### config.mk
export PLATFORM = sky130hd
export DESIGN_NAME = inst_fetch_unit
export DESIGN_NICKNAME = d
export VERILOG_FILES = /design/src/rtl/inst_fetch_unit.sv
export SDC_FILE = /design/constraint.sdc
export NUM_CORES = 1
export LEC_CHECK = 0
export CAP_MARGIN = 20
export CELL_PAD_IN_SITES_DETAIL_PLACEMENT = 0
export CELL_PAD_IN_SITES_GLOBAL_PLACEMENT = 2
export CORE_ASPECT_RATIO = 0.75
export CORE_UTILIZATION = 34
export DETAILED_ROUTE_END_ITERATION = 7
export PLACE_DENSITY = 0.87
export SLEW_MARGIN = 5
export SYNTH_ARGS = -nofsm -noshare
export SYNTH_HDL_FRONTEND = slang
export SYNTH_SLANG_ARGS = --single-unit
export TNS_END_PERCENT = 5
### constraint.sdc
create_clock -name i_clk -period 7.9 [get_ports i_clk]
set_input_delay 1.185 -clock i_clk [delete_from_list [all_inputs] [get_ports i_clk]]
set_output_delay 1.185 -clock i_clk [all_outputs]
set_load 0.05 [all_outputs]
### src/rtl/inst_fetch_unit.sv
// Instruction fetch stage: one outstanding req/gnt/rvalid fetch feeding a small
// {pc, instruction} FIFO for decode; redirects flush the buffer and restart fetch.
module inst_fetch_unit #(
  parameter logic [31:0] RESET_PC   = 32'h0040_0000,
  parameter int          FIFO_DEPTH = 2
) (
  input  logic                          i_clk,
  input  logic                          i_rst,
  input  logic                          i_redirect_valid,
  input  logic [31:0]                   i_redirect_addr,
  output logic                          o_imem_req,
  output logic [31:0]                   o_imem_addr,
  input  logic                          i_imem_gnt,
  input  logic                          i_imem_rvalid,
  input  logic [31:0]                   i_imem_rdata,
  output logic                          o_ins_valid,
  input  logic                          i_ins_ready,
  output logic [31:0]                   o_ins_data,
  output logic [31:0]                   o_ins_pc,
  output logic [$clog2(FIFO_DEPTH):0]   o_fifo_count
);

  localparam int AW = $clog2(FIFO_DEPTH);
  localparam int CW = AW + 1;
  localparam logic [CW-1:0] DEPTH_C = CW'(FIFO_DEPTH);

  typedef enum logic [1:0] {S_IDLE, S_WAIT, S_DROP} state_t;

  state_t        r_state;
  logic [31:0]   r_fetch_pc;
  logic [31:0]   r_pend_pc;
  logic [AW-1:0] r_wptr;
  logic [AW-1:0] r_rptr;
  logic [CW-1:0] r_count;
  logic [31:0]   r_mem_pc   [FIFO_DEPTH];
  logic [31:0]   r_mem_data [FIFO_DEPTH];

  logic [31:0] w_redir_addr;
  logic        w_grant;
  logic        w_push;
  logic        w_pop;
  logic        w_nonempty;

  assign w_redir_addr = i_redirect_addr & ~32'h3;
  assign w_nonempty   = (r_count != '0);

  // Issuing only in IDLE with a free slot reserves space for the response.
  assign o_imem_req  = i_rst && (r_state == S_IDLE) &&
                       (i_redirect_valid || (r_count < DEPTH_C));
  assign o_imem_addr = i_redirect_valid ? w_redir_addr : r_fetch_pc;
  assign w_grant     = o_imem_req && i_imem_gnt;

  assign w_push = (r_state == S_WAIT) && i_imem_rvalid && !i_redirect_valid;
  assign w_pop  = w_nonempty && i_ins_ready && !i_redirect_valid;

  assign o_ins_valid  = w_nonempty;
  assign o_ins_data   = w_nonempty ? r_mem_data[r_rptr] : '0;
  assign o_ins_pc     = w_nonempty ? r_mem_pc[r_rptr]   : '0;
  assign o_fifo_count = r_count;

  // NOTE: sequential state uses non-blocking assignments so every register
  // samples the pre-edge values of its peers, independent of block ordering.
  always_ff @(posedge i_clk or negedge i_rst) begin
    if (!i_rst) begin
      r_state    <= S_IDLE;
      r_fetch_pc <= RESET_PC;
      r_pend_pc  <= '0;
    end else begin
      case (r_state)
        S_IDLE: begin
          if (w_grant) begin
            r_pend_pc  <= o_imem_addr;
            r_fetch_pc <= o_imem_addr + 32'd4;
            r_state    <= S_WAIT;
          end else if (i_redirect_valid) begin
            r_fetch_pc <= w_redir_addr;
          end
        end
        S_WAIT: begin
          if (i_redirect_valid) r_fetch_pc <= w_redir_addr;
          if (i_imem_rvalid)         r_state <= S_IDLE;
          else if (i_redirect_valid) r_state <= S_DROP;
        end
        S_DROP: begin
          if (i_redirect_valid) r_fetch_pc <= w_redir_addr;
          if (i_imem_rvalid)    r_state    <= S_IDLE;
        end
        default: r_state <= S_IDLE;
      endcase
    end
  end

  always_ff @(posedge i_clk or negedge i_rst) begin
    if (!i_rst) begin
      r_wptr  <= '0;
      r_rptr  <= '0;
      r_count <= '0;
    end else if (i_redirect_valid) begin
      r_wptr  <= '0;
      r_rptr  <= '0;
      r_count <= '0;
    end else begin
      if (w_push) r_wptr <= r_wptr + 1'b1;
      if (w_pop)  r_rptr <= r_rptr + 1'b1;
      case ({w_push, w_pop})
        2'b10:   r_count <= r_count + 1'b1;
        2'b01:   r_count <= r_count - 1'b1;
        default: r_count <= r_count;
      endcase
    end
  end

  // NOTE: the storage array has no reset; entries are only visible through
  // r_count, and the outputs are forced to zero while the buffer is empty.
  always_ff @(posedge i_clk) begin
    if (w_push) begin
      r_mem_pc[r_wptr]   <= r_pend_pc;
      r_mem_data[r_wptr] <= i_imem_rdata;
    end
  end

endmodule

==> flow_summary.toml <==
[outcome]
outcome = "finished clean"

[place]
gp_congestion = 0.764
port_buffers = 167
dpl_cell_area_mm2 = 0.0108
hpwl_um = 14100

[clock_network]
worst_skew_pair.late_latency_ns = 0.42
cts-root-buf = "clkbuf_16"
clk_pin_slew_worst_paths_ns = 0.07
cts_tree = "yes"
clock-sinks = 198
cts_buffers = 17
cts_post_setup_buffers_inserted = 0
htreeDepth = 4
holdBufCountCts = 0
clock_path_buffers = 2
cts_resized = 0

[critical_path]
crit_path_max_incr_delay_ns = 0.72
endpoint_kind = "output pin"
cp_max_fo = 52
crit_buf_inv = 4
startpoint = "i_redirect_valid"
r2r-start = "r_state[0]"
worst-setup-path-type = "in -> out"
cp.required_ns = 6.71
crit_chain = "buf_2 -> buf_4 -> mux2i_1 -> inv_1 -> clkdlybuf4s50_1"
start_kind = "primary input"
critical-path-top-delay-family = "buffers and inverters"
slowest_stage = "clkdlybuf4s50_1"
cp.arrival_ns = 3.70

[drt]
vias = 5889
drtPass1Iterations = 4
drt-initial-drc-count = 327
totalWireLength_um = 20500
ant_nets = 0
drc = 0
via_per_inst = 4.85
wl_per_cell_um = 16.9

[grt]
first_global_vias = 5634
track_usage = 0.156
grt_max_degree = 66
grt_overflow_total = 0
antenna_found_initial = 0
grt_first_pass_wirelength_um = 31900

[power_and_ir_drop]
p_sw_mw = 1.31
netSwitchingFraction = 0.368
p_int_mw = 2.25
comb_power_share = 0.330
power_leakage_nw = 4.08
p_seq_frac = 0.429
ir_worst_vdd_uv = 150
pwr-share-clk = 0.240
power.density_mw_per_mm2 = 311

[floorplan]
start_util = 0.350
coreArea_mm2 = 0.0253
die-area_mm2 = 0.0267
num_rows = 50
fp.dieW_um = 188
ios = 170
die_h_um = 142

[sta]
tns_ns = 0
slew_viol_final = 0
setup_violations = 0
tightest_slew_ns = 0.929
fmax_ghz = 0.205
hold_violations = 0
max-slew-margin-rel = 0.381
final.min_clock_period_ns = 4.88
fin_skew_ns = 0.0114
hold_ws_ns = 0.472
period_share = 0.618
rsz0062_at_grt = "no"

[yosys]
synth_edf_count = 128
yosysSeqAreaShare = 0.632
ys_ff_latch = 198
synth_top_area_share = 0.434
synth_nets = 784
syn_area_per_cell_um2 = 12.5
netlist_instances = 708
synth_area_leaders = "edfxtp_1 43%, dfrtp_1 20%, mux2i_1 8.5%"
ys_warn_count = 0
synth.cell_area_mm2 = 0.00885
synth_cell_types = 56
synth_top_flop_cell = "edfxtp_1"
async_reset_ff_frac = 0.354
synth_top_area_cell = "edfxtp_1"

[min_path]
hp-class = "reg -> reg"
holdCritStartpoint = "r_pend_pc[13]"

[layout]
regArea_mm2 = 0.00560
drive_gt1_frac = 0.0912
final_nets = 940
final_util = 0.452
multiInputGateArea_mm2 = 0.00300
fin_area_mm2 = 0.0114
diodes = 0
fillers = 2346
syn_to_final_growth_pct = 29.1

[run]
drv_cap = 0
==> final cells by class <==
class / count / area share
flip-flops and latches: 198 / 0.490
multi-input cells: 446 / 0.262
repair buffers: 176 / 0.152
clock buffers: 20 / 0.0391
well taps: 338 / 0.0370
clock inverters: 12 / 0.0117
inverters: 25 / 0.00821
==> cells in the mapped netlist (6+ instances only) <==
cell	instances
mux2_2	28
mux2i_1	75
nand4_1	8
nand3b_1	7
inv_1	24
o21ai_0	29
a21oi_1	12
xnor2_1	9
nand3_1	17
clkbuf_1	24
nor3_1	9
ha_1	6
nor2_1	76
dfrtp_1	69
and4_1	6
nor2b_1	9
edfxtp_1	128
o31ai_1	15
and3_1	8
nand2_1	67
==> path summary, 6_finish.rpt <==
path | endpoint | slack, ns | cells past startpoint
min reg2reg | r_mem_pc[1][13] | 0.47 | 0
max | o_imem_addr[9] | 3.02 | 5
max in group asynchronous | r_rptr | 6.18 | 2
min in group asynchronous | r_fetch_pc[28] | 0.64 | 1
min | r_mem_pc[1][13] | 0.47 | 0
max reg2reg | r_fetch_pc[24] | 5.23 | 7
==> power by group through the flow <==
stage / combinational, mW / clock (mW) / sequential, mW
5_1_grt: 1.26 / 0.920 / 1.56
4_1_cts: 1.19 / 0.883 / 1.53
2_1_floorplan: 0.822 / 0 / 1.49
6_report: 1.17 / 0.855 / 1.53
3_3_place_gp: 1.17 / 0 / 1.54
3_5_place_dp: 1.18 / 0 / 1.55
==> cell families after synthesis <==
logic type                 count (synthesis)  share of synthesized area
xor gates and xnor gates                  14                     0.0139
and+or+nand+nor                          230                      0.124
AOI/OAI and AO/OA                         93                     0.0697
muxes                                    103                      0.120
DFF                                      198                      0.632
buffers and inverters                     64                     0.0308
adders and majority gates                  6                    0.00848
==> state kept, by name, indices dropped and copies added, names as in the netlist <==
| signal | flops |
|---|---|
| o_fifo_count | 2 |
| r_rptr | 1 |
| r_fetch_pc | 32 |
| r_state | 2 |
| r_mem_pc | 64 |
| r_pend_pc | 32 |
| r_wptr | 1 |
| r_mem_data | 64 |
==> metrics by stage <==
stage | std cells | worst slack (ns) | power [mW]
5_1_grt | 1215 | 2.84 | 3.74
6_report | 1215 | 3.02 | 3.56
4_1_cts | 1215 | 3.04 | 3.60
2_1_floorplan | 708 | 1.01 | 2.32
3_3_place_gp | 1183 | 3.00 | 2.71
3_5_place_dp | 1183 | 3.04 | 2.73
==> placed cells by master (no fill, tap or decap), types with 3 or more instances in the layout <==
cell type / count
a21oi_1: 12
a221oi_1: 3
a31oi_1: 5
and2_1: 3
and3_1: 7
and4_1: 6
buf_4: 10
clkbuf_16: 17
clkdlybuf4s50_1: 165
clkinv_4: 4
dfrtp_1: 68
edfxtp_1: 128
ha_1: 5
inv_1: 24
inv_6: 4
inv_8: 3
mux2_2: 28
mux2i_1: 75
nand2_1: 67
nand2b_1: 5
nand3_1: 17
nand3b_1: 7
nand4_1: 8
nand4b_1: 5
nor2_1: 75
nor2b_1: 9
nor3_1: 8
nor4_1: 4
o21a_1: 5
o21ai_0: 29
o21ai_1: 3
o31a_1: 3
o31ai_1: 15
xnor2_1: 9
xor2_1: 5
==> routing by layer <==
metal | routed length [um] | track usage | up-vias
li1 | - | - | 2885
met1 | 11100 | 0.245 | 2823
met2 | 8280 | 0.216 | 168
met3 | 942 | 0.0294 | 13
met4 | 139 | 0.0390 | 0
met5 | 0 | 0 | -
Note: power is estimated with default switching activity, not from simulation.
